==> config.mk <==
export PLATFORM = sky130hd
export DESIGN_NAME = booth_ctrl
export DESIGN_NICKNAME = d
export VERILOG_FILES = /design/src/rtl/booth_pkg.sv /design/src/rtl/booth_ctrl_cla.sv /design/src/rtl/booth_ctrl.sv
export SDC_FILE = /design/constraint.sdc
export NUM_CORES = 1
export LEC_CHECK = 0
export BUFFER_PORTS_ARGS = -buffer_cell sky130_fd_sc_hd__clkbuf_2
export CAP_MARGIN = 10
export CORE_MARGIN = 4
export CORE_UTILIZATION = 40
export CTS_BUF_LIST = sky130_fd_sc_hd__clkbuf_4 sky130_fd_sc_hd__clkbuf_8 sky130_fd_sc_hd__clkbuf_16
export DETAILED_ROUTE_END_ITERATION = 8
export GPL_TIMING_DRIVEN = 1
export PLACE_DENSITY = 0.7
export SETUP_SLACK_MARGIN = 0.05
export SLEW_MARGIN = 15
export SYNTH_ARGS = -nofsm -noshare
export SYNTH_HDL_FRONTEND = slang
export SYNTH_SLANG_ARGS = --single-unit
==> constraint.sdc <==
create_clock -name clk -period 3.95 [get_ports clk]
set_clock_uncertainty 0.2 [all_clocks]
set_input_delay 0.79 -clock clk [delete_from_list [all_inputs] [get_ports clk]]
set_output_delay 0.79 -clock clk [all_outputs]
set_load 0.02 [all_outputs]
==> src/rtl/booth_pkg.sv <==
// Shared types and constants for the sequential radix-2 Booth multiplier controller.
package booth_pkg;

  localparam int unsigned Width = 8;
  localparam int unsigned Iter  = 8;
  localparam int unsigned CntW  = 3;

  typedef enum logic [1:0] {StIdle, StRun, StDone} booth_state_e;

  typedef enum logic [1:0] {OpNop, OpAdd, OpSub} booth_op_e;

  // Radix-2 Booth recoding of the pair {Q[0], Q_1}.
  function automatic booth_op_e booth_decode(input logic q0, input logic q1);
    unique case ({q0, q1})
      2'b10:   return OpSub;
      2'b01:   return OpAdd;
      default: return OpNop;
    endcase
  endfunction

endpackage

==> src/rtl/booth_ctrl_cla.sv <==
// 8-bit carry-lookahead adder; every carry is a flat sum of generate/propagate products.
module booth_ctrl_cla
  import booth_pkg::*;
(
  input  logic [Width-1:0] a_i,
  input  logic [Width-1:0] b_i,
  input  logic             cin_i,
  output logic [Width-1:0] sum_o
);

  logic [Width-1:0] g;
  logic [Width-1:0] p;
  logic [Width-1:0] c;

  assign g = a_i & b_i;
  assign p = a_i ^ b_i;

  // Carry-out of the top bit is not needed by the multiplier, so only c[0..Width-1] exist.
  always_comb begin
    logic pp;
    c    = '0;
    pp   = 1'b0;
    c[0] = cin_i;
    for (int i = 0; i < Width - 1; i++) begin
      c[i+1] = g[i];
      pp     = p[i];
      for (int j = i - 1; j >= 0; j--) begin
        c[i+1] = c[i+1] | (pp & g[j]);
        pp     = pp & p[j];
      end
      c[i+1] = c[i+1] | (pp & cin_i);
    end
  end

  assign sum_o = p ^ c;

endmodule

==> src/rtl/booth_ctrl.sv <==
// Sequential 8x8 signed radix-2 Booth multiplier controller sharing one CLA over 8 iterations.
module booth_ctrl
  import booth_pkg::*;
(
  input  logic                 clk,
  input  logic                 rst,
  input  logic                 start,
  input  logic [Width-1:0]     multiplicand,
  input  logic [Width-1:0]     multiplier,
  output logic                 busy,
  output logic                 done,
  output logic [2*Width-1:0]   product
);

  booth_state_e state_q, state_d;
  logic [Width-1:0]   a_q, a_d;
  logic [Width-1:0]   q_q, q_d;
  logic [Width-1:0]   m_q, m_d;
  logic               q1_q, q1_d;
  logic [CntW-1:0]    count_q, count_d;
  logic               busy_q, busy_d;
  logic               done_q, done_d;
  logic [2*Width-1:0] product_q, product_d;

  booth_op_e        op;
  logic [Width-1:0] cla_b;
  logic             cla_cin;
  logic [Width-1:0] cla_s;
  logic             ovf;
  logic [Width-1:0] a_next;
  logic [Width-1:0] q_next;

  always_comb begin
    op = booth_decode(q_q[0], q1_q);
    unique case (op)
      OpSub: begin
        cla_b   = ~m_q;
        cla_cin = 1'b1;
      end
      OpAdd: begin
        cla_b   = m_q;
        cla_cin = 1'b0;
      end
      default: begin
        cla_b   = '0;
        cla_cin = 1'b0;
      end
    endcase
  end

  booth_ctrl_cla u_cla (
    .a_i   (a_q),
    .b_i   (cla_b),
    .cin_i (cla_cin),
    .sum_o (cla_s)
  );

  // The 8-bit sum can overflow (e.g. M=-128); shift in the true 9th bit, not S[7].
  assign ovf    = (a_q[Width-1] == cla_b[Width-1]) && (cla_s[Width-1] != a_q[Width-1]);
  assign a_next = {cla_s[Width-1] ^ ovf, cla_s[Width-1:1]};
  assign q_next = {cla_s[0], q_q[Width-1:1]};

  always_comb begin
    state_d   = state_q;
    a_d       = a_q;
    q_d       = q_q;
    m_d       = m_q;
    q1_d      = q1_q;
    count_d   = count_q;
    busy_d    = busy_q;
    done_d    = done_q;
    product_d = product_q;
    unique case (state_q)
      StIdle: begin
        if (start) begin
          m_d     = multiplicand;
          q_d     = multiplier;
          a_d     = '0;
          q1_d    = 1'b0;
          count_d = CntW'(Iter - 1);
          state_d = StRun;
          busy_d  = 1'b1;
        end
      end
      StRun: begin
        a_d     = a_next;
        q_d     = q_next;
        q1_d    = q_q[0];
        count_d = count_q - 1'b1;
        if (count_q == '0) begin
          product_d = {a_next, q_next};
          state_d   = StDone;
          busy_d    = 1'b0;
          done_d    = 1'b1;
        end
      end
      StDone: begin
        done_d  = 1'b0;
        state_d = StIdle;
      end
      default: state_d = StIdle;
    endcase
  end

  always_ff @(posedge clk) begin
    if (rst) begin
      state_q   <= StIdle;
      a_q       <= '0;
      q_q       <= '0;
      m_q       <= '0;
      q1_q      <= 1'b0;
      count_q   <= '0;
      busy_q    <= 1'b0;
      done_q    <= 1'b0;
      product_q <= '0;
    end else begin
      state_q   <= state_d;
      a_q       <= a_d;
      q_q       <= q_d;
      m_q       <= m_d;
      q1_q      <= q1_d;
      count_q   <= count_d;
      busy_q    <= busy_d;
      done_q    <= done_d;
      product_q <= product_d;
    end
  end

  assign busy    = busy_q;
  assign done    = done_q;
  assign product = product_q;

endmodule

### Word level (Yosys, flattened, before mapping)

Index checks and enable logic that the tools add are counted.

| word-level totals | value |
|---|---|
| word-level logic and storage cells | 132 |
| input bits | 19 |
| output and inout bits | 18 |
| bits in registers | 48 |

| cells by class | value |
|---|---|
| mux-type cells | 19 |
| reductions and logical operators | 11 |
| equal/unequal tests | 10 |
| bitwise gates (word level) | 82 |
| $add $sub $neg | 1 |

Operators by type and width:

| cell | number |
|---|---|
| 1-bit bitwise AND | 49 |
| 8-bit one-hot mux with 2 select lines | 3 |
| 1-bit bitwise OR | 28 |
| 8-bit two-way mux | 2 |
| 8-bit bitwise XOR | 2 |
| 2-bit AND reduction | 5 |
| 8-bit inverter | 1 |
| 2-bit one-hot mux with 2 select lines | 2 |
| 7-bit bitwise AND | 1 |
| 2-bit by 1-bit equality test with 1-bit output (second input constant) | 3 |
| 2-bit equality test (second input constant) | 3 |
| 1-bit one-hot mux with 2 select lines | 3 |
| 3-bit one-hot mux with 2 select lines | 1 |
| 1-bit two-way mux | 5 |
| 2-bit two-way mux | 2 |
| 2-bit inequality test (second input constant) | 2 |
| 2-bit nonzero test | 2 |
| 3-bit logical NOT | 1 |
| 3-bit two-way mux | 1 |
| 3-bit AND reduction | 1 |
| 3-bit by 1-bit subtractor with 3-bit output (second input constant) | 1 |
| 2-bit logical NOT | 1 |
| 1-bit equality test | 1 |
| 1-bit logical AND | 1 |
| 2 further kinds | 2 |

### Depth between registers and ports, before layout

| logic depth | value |
|---|---|
| depth after elaboration | 18 |
| gate-level depth with buffers | 10 |
| gate-level depth less buffers | 9 |

### Modules after synthesis

Synthesis repeated with hierarchy kept, for this count alone.

| unflattened totals | value |
|---|---|
| cell total of the unflattened synthesis | 243 |
| area total of the unflattened synthesis | 2306.0 µm² |

Modules (own cells, without submodules):

| module | area each (µm²) | times used | cells each | sequential area each (µm²) |
|---|---|---|---|---|
| booth_ctrl | 1976.9 | 1 | 204 | 960.9 |
| booth_ctrl_cla | 329.1 | 1 | 39 | 0.0 |

### Least setup slack after synthesis

OpenSTA, ideal clock, no wires.

| timing | value |
|---|---|
| path type | register to register |
| start | reg q1_q |
| end | reg a_q[6] |
| period minus slack after synthesis | 2787 ps |
| stages on the path, launching flop included | 11 |
| data arrival time | 2500 ps |
| setup time | 87 ps |
| path buffers | 1 |
| slack | 1163 ps |
| data required time | 3663 ps |
| path through | dfxtp_1 -> nor2b_1 -> clkbuf_1 -> nand2_1 -> o21ai_1 -> ha_1 -> a21o_1 -> or4_1 -> o21ai_2 -> fa_1 -> o31ai_1 |

| between the ends | value |
|---|---|
| word-level cells in the longest chain between the ends | 15 |
| elaborated cells between the ends (all ways) | 31 |
| classes of those cells | eq/ne: 4; mux: 4; bitwise: 23 |

Ends and longest elaborated chain:

| item | line | source |
|---|---|---|
| from (decl) | booth_ctrl.sv:19 | `logic q1_q, q1_d;` |
| from (signal assigned) | booth_ctrl.sv:121 | `q1_q <= q1_d;` |
| 2-bit by 1-bit equality test with 1-bit output / 2-bit equality test (equally long branches) | booth_pkg.sv:14 | `unique case ({q0, q1})` |
| 2-bit one-hot mux with 2 select lines * | booth_pkg.sv:14 |  |
| 2-bit by 1-bit equality test with 1-bit output / 2-bit equality test (equally long branches) | booth_ctrl.sv:35 | `unique case (op)` |
| 8-bit one-hot mux with 2 select lines | booth_ctrl.sv:35 |  |
| 8-bit bitwise XOR / 7-bit bitwise AND (equally long branches) | booth_ctrl_cla.sv:16, booth_ctrl_cla.sv:15 |  |
| 1-bit bitwise AND (on tied branches) | booth_ctrl_cla.sv:28, booth_ctrl_cla.sv:29 |  |
| 1-bit bitwise OR, or another cell as far along (5 in a row) | booth_ctrl_cla.sv:28 | `c[i+1] = c[i+1] \| (pp & g[j]);` |
| 1-bit bitwise OR / 1-bit bitwise AND (equally long branches) | booth_ctrl_cla.sv:28, booth_ctrl_cla.sv:31 |  |
| 1-bit bitwise OR | booth_ctrl_cla.sv:31 | `c[i+1] = c[i+1] \| (pp & cin_i);` |
| 8-bit bitwise XOR * | booth_ctrl_cla.sv:35 | `assign sum_o = p ^ c;` |
| 8-bit one-hot mux with 2 select lines * | booth_ctrl.sv:73 | `unique case (state_q)` |
| to (signal assigned) | booth_ctrl.sv:108 | `a_q <= '0;` |
| to (signal assigned) | booth_ctrl.sv:118 | `a_q <= a_d;` |
| to (decl) | booth_ctrl.sv:16 | `logic [Width-1:0] a_q, a_d;` |

Mark *: on every way between the ends. The rest lies on a longest branch, timed or not.
A chain may end at the register's enable or synchronous reset.

### Worst setup path in the final report

Ends and elaborated chain as after synthesis.

==> impl_metrics.json <==
{
  "routability_congestion_estimate_from_global_placement": 0.830,
  "ys_top_cells_by_count": "48 x sky130_fd_sc_hd__dfxtp_1, 39 x sky130_fd_sc_hd__nor2_1, 19 x sky130_fd_sc_hd__a22o_1",
  "boundary_pin_count": 37,
  "postCtsSetupRepairBufs": 0,
  "grt.total_usage_pct": 13.1,
  "drc_errors": 0,
  "flow.area_growth_from_synthesis_pct": 15.0,
  "global_route_wire_length_before_repair_um": 7490,
  "worst_skew_pair.late_latency_ps": 310,
  "ctsLongestPathBuffers": 2,
  "fin_setup_tns_ps": 0,
  "grt_max_degree": 30,
  "synthesis.area_per_instance_um2": 9.13,
  "share_of_yosys_cell_area_claimed_by_the_top_area_cell_type_pct": 42.8,
  "standard_cell_rows": 27,
  "synth_most_common_cell": "sky130_fd_sc_hd__dfxtp_1",
  "fin_util_pct": 47.2,
  "postCtsResizedCells": 0,
  "synthesis.nets": 276,
  "number_of_slew_limit_violations_in_the_final_report": 0,
  "cellPowerDensity_nw_per_um2": 435,
  "dominantRegCellSynth": "sky130_fd_sc_hd__dfxtp_1",
  "fmax_mhz": 329,
  "timing.reg2reg.setup_slack_ps": 910,
  "synth.area.top_cells": "sky130_fd_sc_hd__dfxtp_1 43%, sky130_fd_sc_hd__a22o_1 7.4%, sky130_fd_sc_hd__nor2_1 6.5%, sky130_fd_sc_hd__ha_1 5.0%, sky130_fd_sc_hd__a21oi_1 4.0%",
  "antenna_violations_before_repair": 0,
  "syn-cell-area_um2": 2250,
  "crit_path_max_fanout": 8,
  "worstRegToRegCells": 9,
  "worst_hold_end": "a_q[6]",
  "cts_inserted_buffers": 5,
  "dieHeight_um": 83.0,
  "maxCapViolations": 0,
  "core_um2": 5470,
  "critPathLaunchType": "flop",
  "synth_cells": 246,
  "hp-start": "a_q[6]",
  "worstPathRequired_ps": 3970,
  "layout_min_cycle_time_ps": 3040,
  "reg2reg_to": "a_q[6]",
  "hold_path.class": "reg2reg",
  "final_hold_violation_count": 0,
  "postSynth.asyncResetShare_pct": 0,
  "fin_total_pwr_mw": 1.13,
  "end_kind": "flop",
  "maxSlewHeadroom_pct": 53.2,
  "sequential_cell_area_fraction_in_the_yosys_report_pct": 42.8,
  "final_antenna_net_count": 0,
  "clkSlewWorstSetupHoldPaths_ps": 90,
  "initial_utilization_pct": 41.1,
  "cts.sinks": 48,
  "crit_type": "reg2reg",
  "dr_wl_cell_um": 13.0,
  "synth-seq-cells": 48,
  "via_count": 1789,
  "leakagePower_nw": 1.12,
  "worst_hold_path.num_cells": 2,
  "cts_tree": "done",
  "vias_per_cell": 5.11,
  "drive_gt1_share_pct": 20.9,
  "yosys.cell_types.count": 42,
  "r2r_start": "q1_q",
  "cts-htree-levels": 2,
  "number_of_filler_cells_placed_in_the_layout": 537,
  "hold_buffers": 0,
  "grt_setup_unrepaired": "no",
  "min_period_over_period_pct": 76.9,
  "globalRouteOverflowTotal": 0,
  "netlist.top_cell.by_area": "sky130_fd_sc_hd__dfxtp_1",
  "finish.net_count": 307,
  "port-buffer-count": 36,
  "timing.critical_path.arrival_ps": 3050,
  "drt_first_pass_iters": 4,
  "number_of_global_route_vias_before_repair": 1594,
  "worst-slew-pin-transition_ps": 700,
  "ir_drop_mv": 0.157,
  "outcome": "finished, final reports clean",
  "ys_warn_count": 0,
  "finalSetupViolCount": 0,
  "final_antenna_diode_count": 0,
  "cts_root_buffer": "sky130_fd_sc_hd__clkbuf_8",
  "dieArea_um2": 6880,
  "wirelength_um": 4550,
  "dp_hpwl_um": 3290,
  "chipWidth_um": 83.0,
  "drt_first_iter_violations": 132,
  "synth_edf_count": 0
}
-- placed cells by master, fill, tap and decap left out, types with 3 or more instances in the layout --
cell type                   netlist  final
sky130_fd_sc_hd__dfxtp_1         48     48
sky130_fd_sc_hd__nor2_1          39     39
sky130_fd_sc_hd__clkbuf_2         0     36
sky130_fd_sc_hd__a22o_1          19     19
sky130_fd_sc_hd__a21oi_1         18     18
sky130_fd_sc_hd__nand2_1         14     14
sky130_fd_sc_hd__o21ai_1         10     10
sky130_fd_sc_hd__ha_1             9      9
sky130_fd_sc_hd__inv_1            8      8
sky130_fd_sc_hd__mux2i_1          8      8
sky130_fd_sc_hd__nor2b_1          6      6
sky130_fd_sc_hd__nand2b_1         5      5
sky130_fd_sc_hd__nand3b_1         5      5
sky130_fd_sc_hd__clkbuf_8         0      5
sky130_fd_sc_hd__xnor2_1          4      4
sky130_fd_sc_hd__a211oi_1         4      4
sky130_fd_sc_hd__a2111oi_0        4      4
sky130_fd_sc_hd__nor2_2           3      3
sky130_fd_sc_hd__o221a_2          3      3
-- cell type report --
class	count	area [um^2]	share of cell area, %
Multi-Input combinational cell	178	1210	46.7
Sequential cell	48	961	37.2
Timing Repair Buffer	36	180	6.97
Tap cell	72	90.1	3.49
Clock buffer	5	68.8	2.66
Clock inverter	3	47.5	1.84
Inverter	8	30.0	1.16
-- power by group --
part           internal, mW  switching [mW]
registers             0.520          0.0324
logic                0.0832           0.121
clock network         0.191           0.178
total                 0.794           0.331
-- flip-flops by register name, indices dropped and copies added, names as in the netlist --
name / flops
q1_q: 1
m_q: 8
state_q: 2
product: 16
busy: 1
count_q: 3
q_q: 8
done: 1
a_q: 8
-- layer usage --
layer,part of all wire [%],global-route usage [%],routed length [um]
met3,2.9,2.58,131
met4,1.8,5.35,82
met5,0,0,0
met1,53,17.5,2410
met2,42,20.8,1930
-- critical path, cell delays in order (launching register included) --
cell	delay [ps]
sky130_fd_sc_hd__dfxtp_1	350
sky130_fd_sc_hd__nor2b_1	410
sky130_fd_sc_hd__nand2_1	100
sky130_fd_sc_hd__o21ai_1	90
sky130_fd_sc_hd__ha_1	290
sky130_fd_sc_hd__a21o_1	230
sky130_fd_sc_hd__or4_1	410
sky130_fd_sc_hd__o21ai_2	160
sky130_fd_sc_hd__fa_1	440
sky130_fd_sc_hd__o31ai_1	250
-- worst max path at each step --
stage / startpoint / endpoint / slack [ps]
floorplan: q1_q / a_q[6] / 1160
global placement: q1_q / a_q[6] / 1030
detailed placement: q1_q / a_q[6] / 930
CTS: q1_q / a_q[6] / 880
global route: q1_q / a_q[6] / 670
finish: q1_q / a_q[6] / 910
-- metrics by stage --
step                      instances  setup slack [ps]  area (um^2)  hold slack (ps)
after floorplan                 246              1160         2250              232
after detailed placement        342               928         2470              259
final                           350               914         2580              278
after global placement          342              1030         2470              250
after CTS                       350               882         2580              282
after global routing            350               667         2580              287
-- logic make-up (layout without fill, tap and decap cells) --
logic type	Yosys count	in the layout	share of synthesized area (%)
buffers and inverters	20	52	3.56
xor gates and xnor gates	5	5	1.95
adders and majority gates	12	12	7.24
AOI/OAI and AO/OA	70	70	22.2
and+or+nand+nor	81	81	17.7
DFF	48	48	42.8
muxes	10	10	4.57
No activity file was read; power rests on OpenSTA's default activity.
